File: src/rtl/mult04_arb_pkg.sv
// rtl/mult04_arb_pkg.sv - shared constants and state type for the mult04 round-robin arbiter
package mult04_arb_pkg;

  localparam int NUM_REQ = 4;
  localparam int SEL_W   = 2;
  localparam int HOLD_W  = 8;

  typedef enum logic [1:0] {
    IDLE    = 2'd0,
    GRANT   = 2'd1,
    RELEASE = 2'd2
  } arb_state_e;

endpackage

File: src/rtl/mult04_rr_pick.sv
// rtl/mult04_rr_pick.sv - combinational rotating-priority picker for four requesters
module mult04_rr_pick
  import mult04_arb_pkg::*;
(
  input  logic [NUM_REQ-1:0] req,
  input  logic [SEL_W-1:0]   last_owner,
  output logic               any,
  output logic [SEL_W-1:0]   winner
);

  // Search last_owner+4 down to last_owner+1 so the nearest set bit after last_owner is written last
  always_comb begin
    logic [SEL_W-1:0] idx;
    any    = 1'b0;
    winner = '0;
    idx    = '0;
    for (int k = NUM_REQ; k >= 1; k--) begin
      idx = last_owner + SEL_W'(k);
      if (req[idx]) begin
        any    = 1'b1;
        winner = idx;
      end
    end
  end

endmodule

File: src/rtl/mult04_rr_arbiter.sv
// rtl/mult04_rr_arbiter.sv - round-robin owner of the 4:1 mux select; optional preemption via MULT04_ARB_TIMEOUT_EN
module mult04_rr_arbiter
  import mult04_arb_pkg::*;
#(
  parameter int NUM_REQ  = 4,
  parameter int HOLD_MAX = 16
) (
  input  logic               clock,
  input  logic               reset,
  input  logic [NUM_REQ-1:0] req,
  output logic [SEL_W-1:0]   mux_sel,
  output logic [NUM_REQ-1:0] grant,
  output logic               busy
);

  // The select is only two bits wide, so only four requesters can ever be served
  if (NUM_REQ != mult04_arb_pkg::NUM_REQ) begin : g_bad_num_req
    $error("mult04_rr_arbiter: NUM_REQ must be 4");
  end
  if (HOLD_MAX < 2 || HOLD_MAX > 255) begin : g_bad_hold_max
    $error("mult04_rr_arbiter: HOLD_MAX must be in 2..255");
  end

  arb_state_e          state, state_n;
  logic [SEL_W-1:0]    last_owner, last_owner_n;
  logic [SEL_W-1:0]    mux_sel_n;
  logic [NUM_REQ-1:0]  grant_n;
  logic                busy_n;
  logic                pick_any;
  logic [SEL_W-1:0]    pick_winner;

`ifdef MULT04_ARB_TIMEOUT_EN
  logic [HOLD_W-1:0]   hold_cnt, hold_cnt_n;
  logic                others_waiting;
  logic                hold_expired;

  assign others_waiting = (req & ~grant) != '0;
  assign hold_expired   = hold_cnt == HOLD_W'(HOLD_MAX - 1);
`endif

  mult04_rr_pick u_pick (
    .req        (req),
    .last_owner (last_owner),
    .any        (pick_any),
    .winner     (pick_winner)
  );

  // State and every output are registers; reset clears grant immediately
  always_ff @(posedge clock or posedge reset) begin
    if (reset) begin
      state      <= IDLE;
      last_owner <= 2'd3;
      mux_sel    <= '0;
      grant      <= '0;
      busy       <= 1'b0;
`ifdef MULT04_ARB_TIMEOUT_EN
      hold_cnt   <= '0;
`endif
    end else begin
      state      <= state_n;
      last_owner <= last_owner_n;
      mux_sel    <= mux_sel_n;
      grant      <= grant_n;
      busy       <= busy_n;
`ifdef MULT04_ARB_TIMEOUT_EN
      hold_cnt   <= hold_cnt_n;
`endif
    end
  end

  // Next state: arbitrate from IDLE/RELEASE, hold or release while in GRANT
  always_comb begin
    state_n      = state;
    last_owner_n = last_owner;
    mux_sel_n    = mux_sel;
    grant_n      = grant;
`ifdef MULT04_ARB_TIMEOUT_EN
    hold_cnt_n   = hold_cnt;
`endif
    case (state)
      GRANT: begin
        if (!req[last_owner]) begin
          state_n = RELEASE;
          grant_n = '0;
        end
`ifdef MULT04_ARB_TIMEOUT_EN
        else if (hold_expired && others_waiting) begin
          state_n = RELEASE;
          grant_n = '0;
        end else if (!hold_expired) begin
          hold_cnt_n = hold_cnt + 1'b1;
        end
`endif
      end
      default: begin
        // IDLE and RELEASE arbitrate identically; mux_sel keeps its value when nobody wins
        if (pick_any) begin
          state_n      = GRANT;
          last_owner_n = pick_winner;
          mux_sel_n    = pick_winner;
          grant_n      = NUM_REQ'(1) << pick_winner;
`ifdef MULT04_ARB_TIMEOUT_EN
          hold_cnt_n   = '0;
`endif
        end else begin
          state_n = IDLE;
          grant_n = '0;
        end
      end
    endcase
    busy_n = (state_n == GRANT);
  end

endmodule
File: config.mk
export PLATFORM = sky130hd
export DESIGN_NAME = mult04_rr_arbiter
export DESIGN_NICKNAME = d
export VERILOG_FILES = /design/src/rtl/mult04_arb_pkg.sv /design/src/rtl/mult04_rr_pick.sv /design/src/rtl/mult04_rr_arbiter.sv
export SDC_FILE = /design/constraint.sdc
export NUM_CORES = 1
export LEC_CHECK = 0
export ABC_AREA = 1
export CAP_MARGIN = 20
export CORE_MARGIN = 4
export CORE_UTILIZATION = 50
export CTS_BUF_LIST = sky130_fd_sc_hd__clkbuf_16
export CTS_CLUSTER_SIZE = 12
export DETAILED_ROUTE_END_ITERATION = 10
export HOLD_SLACK_MARGIN = 0.03
export PLACE_DENSITY = 0.73
export SYNTH_ARGS = -nofsm -noshare
export SYNTH_HDL_FRONTEND = slang
export SYNTH_HIERARCHICAL = 1
export SYNTH_SLANG_ARGS = --single-unit
File: constraint.sdc
create_clock -name clock -period 3.9 [get_ports clock]
set_input_delay 0.39 -clock clock [delete_from_list [all_inputs] [get_ports clock]]
set_output_delay 0.39 -clock clock [all_outputs]
set_load 0.02 [all_outputs]
Yosys cells after proc, flatten, opt, wreduce, memory -nomap -nowiden --
Cells that the tools add are included.
Word-level totals: register bits 11, bits in latches 0, memory bits (writable) 0, bits in read-only memories 0, input bits 6, output and inout port bits 7, logic and storage cells 40, memories kept 0
Operators by class: add/subtract/negate cells 3, multipliers 0, div/mod/pow operators 0, order comparisons 4, equality and inequality tests 3, shifts and indexed selects 1, muxes and demuxes 22, bitwise gates (word level) 1, reductions and logical operators 1
Operator list (number):
- $lt 2x3->1 const B | 4
- $mux 2 | 6
- $mux 4 | 3
- $mux 1 | 9
- $bmux 1 s2 | 4
- $add 2x2->2 const B | 2
- $eq 2x1->1 const B | 2
- $shl 1x2->4 const A | 1
- $add 2x1->2 const B | 1
- $ne 2x2->1 const B | 1
- $reduce_and 2->1 | 1
- $not 1->1 | 1

Longest topological paths before layout --
Gate-level depths: netlist of run 1.
depth in word-level cells 9, mapped depth 13, mapped depth without buffers 12

By module --
The synthesis of run 1 kept the hierarchy.
By module, submodules not included:
- mult04_rr_arbiter | instances 1, cells an instance 52, area an instance 505.5 um^2
- mult04_rr_pick | instances 1, cells an instance 51, area an instance 246.5 um^2

Worst setup path after synthesis of run 1 --
Ideal clock, no wire load.
path type flip-flop to flip-flop, start point reg last_owner[0], end point reg grant[0], arrival 1.382 ns, required time 3.782 ns, slack 2.399 ns, stages on the path, launching flop included 12, buffers on the path 1, period minus slack after synthesis 1.501 ns, cells stage by stage dfstp_2 buf_6 inv_6 nand2_2 and2_4 nor2_2 nor2_1 nand3_1 nand2_1 inv_1 nand3_1 nand2_1
Between the ends: longest elaborated chain between the ends 9, elaborated cells on any way between the ends 23, those cells by class 3 x add/sub; 1 x eq/ne; 1 x shift; 18 x mux
RTL lines:
- from (decl) | line mult04_rr_arbiter.sv:25 | logic [SEL_W-1:0] last_owner, last_owner_n;
- from (signal assigned) | line mult04_rr_arbiter.sv:61 | last_owner <= last_owner_n;
- $add 2x2->2 or $bmux 1 s2 (tied branches) | line mult04_rr_pick.sv:18, mult04_rr_pick.sv:19
- $bmux 1 s2 or $mux 1 (tied branches) | line mult04_rr_pick.sv:19 | if (req[idx]) begin
- $mux 1 (implied by the code) or $mux 2 (tied branches) | line mult04_rr_pick.sv:19
- $mux 2 (2 in a row) | line mult04_rr_pick.sv:19
- $mux 2 * | line mult04_rr_pick.sv:19
- net pick_winner[0] | line mult04_rr_arbiter.sv:30 | logic [SEL_W-1:0] pick_winner;
- $shl 1x2->4 * | line mult04_rr_arbiter.sv:101 | grant_n = NUM_REQ'(1) << pick_winner;
- $mux 4 * | line mult04_rr_arbiter.sv:97 | if (pick_any) begin
- $mux 4 * | line mult04_rr_arbiter.sv:80 | case (state)
- to (signal assigned) | line mult04_rr_arbiter.sv:63 | grant <= grant_n;
- to (decl) | line mult04_rr_arbiter.sv:12 | output logic [NUM_REQ-1:0] grant,
Mark *: on every way through the listed nets, which the timed path passes. The rest lies on a longest branch. The select of a mux whose other input is x is not followed. A chain may end at the register's enable or synchronous reset.

Final worst setup path of run 1 --
Same ends and word-level chain as after synthesis.

==> reports/qor.yml, run 1 <==
synth-edff-count: 0
fin_hold_ws_ns: 0.439
routabilityCongestion: 0.793
path_buf_inv: 1
synth_area_sq_um: 752
drtIter0Drc: 24
cts_made_buffers: 3
crit_path_frequent_cell: "nand2_1"
design_power_total_mw: 0.955
period_share: 0.438
wirelength_um: 1530
dominantRegCellSynth: "dfrtp_1"
slowest_stage: "dfstp_2"
cts_root_buf: "clkbuf_16"
synth_seq_area_share: 0.369
synth_area_leader_cell: "dfrtp_1"
wl_per_cell_um: 11.5
crit_required_ns: 4.02
grt_util_met3: 0.0651
slew_violations: 0
place_hpwl_um: 1200
swShare: 0.464
cts_sinks: 11
r2r_cells: 11
vias_per_cell: 4.98
gr-usage-met1: 0.221
cp.arrival_ns: 1.83
grt_pass1_wl_um: 2610
start_util: 0.550
ys_ff_latch: 11
htreeDepth: 1
area_growth_pct: 27.5
seqPwrFrac: 0.235
endpoint_kind: "register"
synthTopCellsByCount: "38 x nand2_1, 11 x inv_1, 9 x dfrtp_1, 9 x nand2_2, 8 x nand3_1"
cts_tree: "yes"
worst_slack_ns: 2.19
internal-power_mw: 0.512
vias: 663
timing.rr.end: "grant[0]"
overflow: 0
yosysMostFrequentCell: "nand2_1"
vdd_ir_drop_max_uv: 648
io_pins: 13
power_density_nw_per_um2: 996
clock_latency_ns: 0.23
cts_buffer_depth: 2
regToRegSetupSlack_ns: 2.19
synth.area.top_cells: "dfrtp_1 30%, nand2_1 19%, nand2_2 7.5%"
die_w_um: 46.8
hp-class: "in -> async"
global_route.peak_usage_layer: "met2"
slew_headroom: 0.732
finalClockSkew_ns: 0.00102
finalCriticalPeriod_ns: 1.71
use_met2: 0.268
firstDrtPassIters: 5
ys_warn_count: 6
cts_hold_buf: 0
grt_pass1_vias: 572
grtUsageTotal: 0.174
fin_util: 0.701
syn_avg_cell_area_sq_um: 7.30
drive_above_1_share: 0.254
grt_max_degree: 14
remaining_drc_errors: 0
place_ws_ns: 1.96
rows: 13
syn_nets: 109
crit_path_max_fanout: 13
synthCells: 103
postCtsSetupRepairBufs: 0
rsz0062_at_grt: "no"
leakage_nw: 0.507
ctsResizeCount: 0
ys_async_sr_fraction: 1.00
finalSetupTns_ns: 0
critPathMaxStageDelay_ns: 0.70
critical_path_class: "reg -> reg"
dieArea_sq_um: 2190
r2r_start: "last_owner[0]"
setup_viol_count_final: 0
hold_viol: 0
path_delay_family: "simple AND/OR/NAND/NOR gates"
core_sq_um: 1370
synth_top_area_frac: 0.300
combPwrFrac: 0.574
crit_chain: "nand2_1, nand2_2, nand2_2, nand2_1, nand2_1, nand2_1, nand2_1, nand2_1, inv_1, nand3_1, nand2_1"
timing.fmax_mhz: 586
run_status: "complete, no violations"
yosysUniqueCellTypes: 21
worst_pin_slew_ns: 0.402
grt_antenna_before_repair: 0
die_h_um: 46.8
io_buffers: 12
antenna_cells: 0
start_kind: "register"
switching_power_mw: 0.443
clk_pin_slew_ns: 0.04
cap_violations: 0
clkPwrFrac: 0.191
layout.nets: 125
ant_nets: 0
[area by class of cell]
class | count | area, sq um
fillers | 118 | 408
multi-input cells | 73 | 383
flip-flops and latches | 11 | 278
repair buffers | 12 | 120
inverters | 18 | 80.1
clock buffers | 3 | 75.1
well taps | 15 | 18.8
clock inverters | 1 | 3.75
[registers in the layout, summed over array words and instances (netlist names)]
| signal | flops |
|---|---|
| mux_sel | 2 |
| busy | 1 |
| state | 2 |
| last_owner | 2 |
| grant | 4 |
[cells in the final DEF (no fill, tap or decap)]
cell / synthesis / layout
nor2_4: 2 / 2
inv_2: 4 / 4
inv_1: 11 / 12
clkbuf_16: 0 / 3
a21boi_1: 1 / 1
nor2_2: 1 / 1
nor2_1: 2 / 2
nand2_2: 9 / 9
nand2_8: 1 / 1
inv_4: 1 / 1
nand4_1: 4 / 4
nand3_1: 8 / 8
a21oi_1: 1 / 1
o21ai_2: 3 / 3
dfstp_2: 2 / 2
o21ai_1: 1 / 1
inv_6: 2 / 2
nand2_1: 38 / 38
nand3_2: 1 / 1
dfrtp_1: 9 / 9
clkdlybuf4s50_1: 0 / 12
and2_4: 1 / 1
[power groups by stage]
stage / sequential, mW / combinational, mW / clock [mW]
finish: 0.225 / 0.548 / 0.182
global route: 0.234 / 0.611 / 0.195
CTS: 0.225 / 0.553 / 0.185
detailed placement: 0.226 / 0.546 / 0
global placement: 0.224 / 0.535 / 0
floorplan: 0.237 / 0.411 / 0
[per-layer routing]
layer | vias up | share of wire
met5 | - | 0
met4 | 0 | 0.0079
met3 | 4 | 0.055
met2 | 17 | 0.47
met1 | 292 | 0.47
li1 | 350 | -
[through the flow]
stage          instances  cell area, sq um
3_3_place_gp         129               880
6_report             133               958
2_1_floorplan        103               752
3_5_place_dp         129               880
4_1_cts              133               958
5_1_grt              133               958
[logic make-up (layout without fill, tap and decap cells)]
logic type | after synthesis | after routing | synth area share
AND/OR/NAND/NOR | 67 | 67 | 0.451
AO/OA/AOI/OAI | 6 | 6 | 0.0582
buffers and inverters | 19 | 34 | 0.121
flip-flops | 11 | 11 | 0.369
[how the worst max path moves through the flow]
stage               end     startpoint  cells past startpoint  slack [ns]
3_5_place_dp   grant[3]         req[2]                     11        1.96
5_1_grt        grant[2]  last_owner[0]                     10        2.01
4_1_cts        grant[3]  last_owner[0]                     10        2.19
6_report       grant[0]  last_owner[0]                     11        2.19
3_3_place_gp   grant[3]         req[2]                     11        2.01
2_1_floorplan  grant[0]  last_owner[0]                     11        2.40
Note: power is estimated with default switching activity, not from simulation.
==> run 2, diff against run 1 <==
Clock period 3.9 ns to 1.65 ns, I/O delays scaled along.
==> run 2 against run 1 <==
  * The run now ends with setup timing left
  * Critical path depth increased by 1
  * Clock skew about the same
  * Largest cell class unchanged
  * Power rose to 2.9 times the previous value
  * Worst setup slack got worse by 2.2 ns
  * Sequential power up 130%
==> reports/qor.yml, run 2 (same netlist as run 1, synthesis figures left out) <==
dieArea_sq_um: 2190  # unchanged
fill_cells: 78  # -34%
place_hpwl_um: 1220  # +1.3%
numPlacedInstances: 130  # +0.78%
grt_pass1_wl_um: 2760  # +5.8%
worst_slack_ns: -0.0535  # -2.25 ns
remaining_drc_errors: 0  # unchanged
clk_pin_slew_ns: 0.04  # about the same
crit_required_ns: 1.77  # -2.25 ns
die_h_um: 46.8  # unchanged
timing.fmax_mhz: 587  # +0.26%
drtIter0Drc: 13  # -46%
run_status: "finished with violations"
vias_per_cell: 5.25  # +5.3%
core_sq_um: 1370  # unchanged
worst_pin_slew_ns: 0.430  # +0.0283 ns
vdd_ir_drop_max_uv: 1700  # +160%
routabilityCongestion: 0.809  # +2.1%
fin_cells: 141  # +6.0%
slew_violations: 0  # unchanged
htreeDepth: 1  # unchanged
critical_path_class: "reg -> reg"
cts_hold_buf: 0  # unchanged
cts_sinks: 11  # unchanged
grt_antenna_before_repair: 0  # unchanged
area_growth_pct: 52.9
rows: 13  # unchanged
cts_tree: "yes"
cts_made_buffers: 3  # unchanged
overflow: 0  # unchanged
power_density_nw_per_um2: 2430  # +140%
grt_max_degree: 12  # -2
vias: 740  # +12%
finalCriticalPeriod_ns: 1.70  # -0.00440 ns
hp-class: "in -> async"
grtUsageTotal: 0.179  # +0.00532
firstDrtPassIters: 4  # -1
wirelength_um: 2010  # +32%
wl_per_cell_um: 14.2  # +24%
cp.arrival_ns: 1.82  # about the same
cap_violations: 0  # unchanged
ant_nets: 0  # unchanged
io_buffers: 12  # unchanged
clock_latency_ns: 0.23  # about the same
leakage_nw: 0.595  # +17%
hold_viol: 0  # unchanged
slew_headroom: 0.713  # -0.0189
crit_path_max_fanout: 8  # -5
antenna_cells: 0  # unchanged
start_kind: "register"
io_pins: 13  # unchanged
setup_viol_count_final: 5  # +5
endpoint_kind: "register"
finalClockSkew_ns: 0.000761  # -0.000260 ns
final_cell_mix: "26 x nand2_1, 12 x nand2_2, 12 x clkdlybuf4s50_1, 10 x inv_1"
grt_pass1_vias: 624  # +9.1%
drive_above_1_share: 0.468  # +0.214
violations: "setup timing"
die_w_um: 46.8  # unchanged
rsz0062_at_grt: "yes"
regArea_sq_um: 278  # unchanged
cts_buffer_depth: 2  # unchanged
cts_root_buf: "clkbuf_16"
largest_register: "grant"
finalSetupTns_ns: -0.150  # -0.150 ns
layout.nets: 133  # +6.4%
start_util: 0.550  # unchanged
period_share: 1.03  # +0.595
largest_reg_flops: 4  # unchanged
multi_input_area_sq_um: 500  # +31%
layout_commonest_cell: "nand2_1"
## run 2: worst paths after layout
kind | start | endpoint | slack [ns] | cells past startpoint
worst max-delay path | last_owner[0] | grant[1] | -0.05 | 12
worst min-delay path | reset | busy | 0.23 | 2
worst max register to register | last_owner[0] | grant[1] | -0.05 | 12
worst min register to register | mux_sel[0] | mux_sel[0] | 0.48 | 2
max in group asynchronous | reset | last_owner[1] | 1.09 | 2
min in group clock | mux_sel[0] | mux_sel[0] | 0.48 | 2
## run 2: where the power goes
| part | internal (mW) | leakage [nW] | switching [mW] |
|---|---|---|---|
| sequential | 0.412 | 0.134 | 0.103 |
| combinational | 0.729 | 0.419 | 1.12 |
| clock | 0.317 | 0.0423 | 0.113 |
| total | 1.46 | 0.595 | 1.33 |
## run 2: critical path, stage by stage (launching register included)
cell and delay, ns:
dfstp_2 0.62, buf_6 0.14, inv_8 0.05, nand2_2 0.05, nand2_2 0.07, nand2_1 0.10, nand2_1 0.08, inv_2 0.08
nand2_1 0.06, nand2_1 0.10, nand2_4 0.08, nand3_1 0.09, nand2_1 0.07
## run 2: cell type report
type / instances / area share
Clock buffer: 3 / 0.0653
Tap cell: 15 / 0.0163
Multi-Input combinational cell: 73 / 0.435
Sequential cell: 11 / 0.242
Timing Repair Buffer: 20 / 0.166
Inverter: 18 / 0.0718
Clock inverter: 1 / 0.00326
## run 2: timing repair
item / 4_1_cts / 5_1_grt
buffers inserted: 3 / 4
pin swaps: 0 / 16
setup endpoints to repair: 4 / 8
gates cloned: 0 / 0
gates resized for setup: 1 / 35
## run 2: stage by stage
step / total power [mW] / util / hold WS (ns) / cell area, sq um / setup slack, ns
5_1_grt: 2.99 / 0.842 / 0.271 / 1150 / -0.138
6_report: 2.79 / 0.842 / 0.229 / 1150 / -0.0535
3_5_place_dp: 1.84 / 0.649 / 0.470 / 887 / -0.0614
2_1_floorplan: 1.53 / - / 0.0160 / 752 / 0.149
3_3_place_gp: 1.81 / 0.649 / 0.467 / 887 / -0.0536
4_1_cts: 2.36 / 0.725 / 0.232 / 991 / 0.00323
## run 2: routing by layer
layer | global-route usage | wire, um
met2 | 0.295 | 1020
met1 | 0.229 | 867
met4 | 0.0497 | 22
met3 | 0.0498 | 100
met5 | 0 | 0
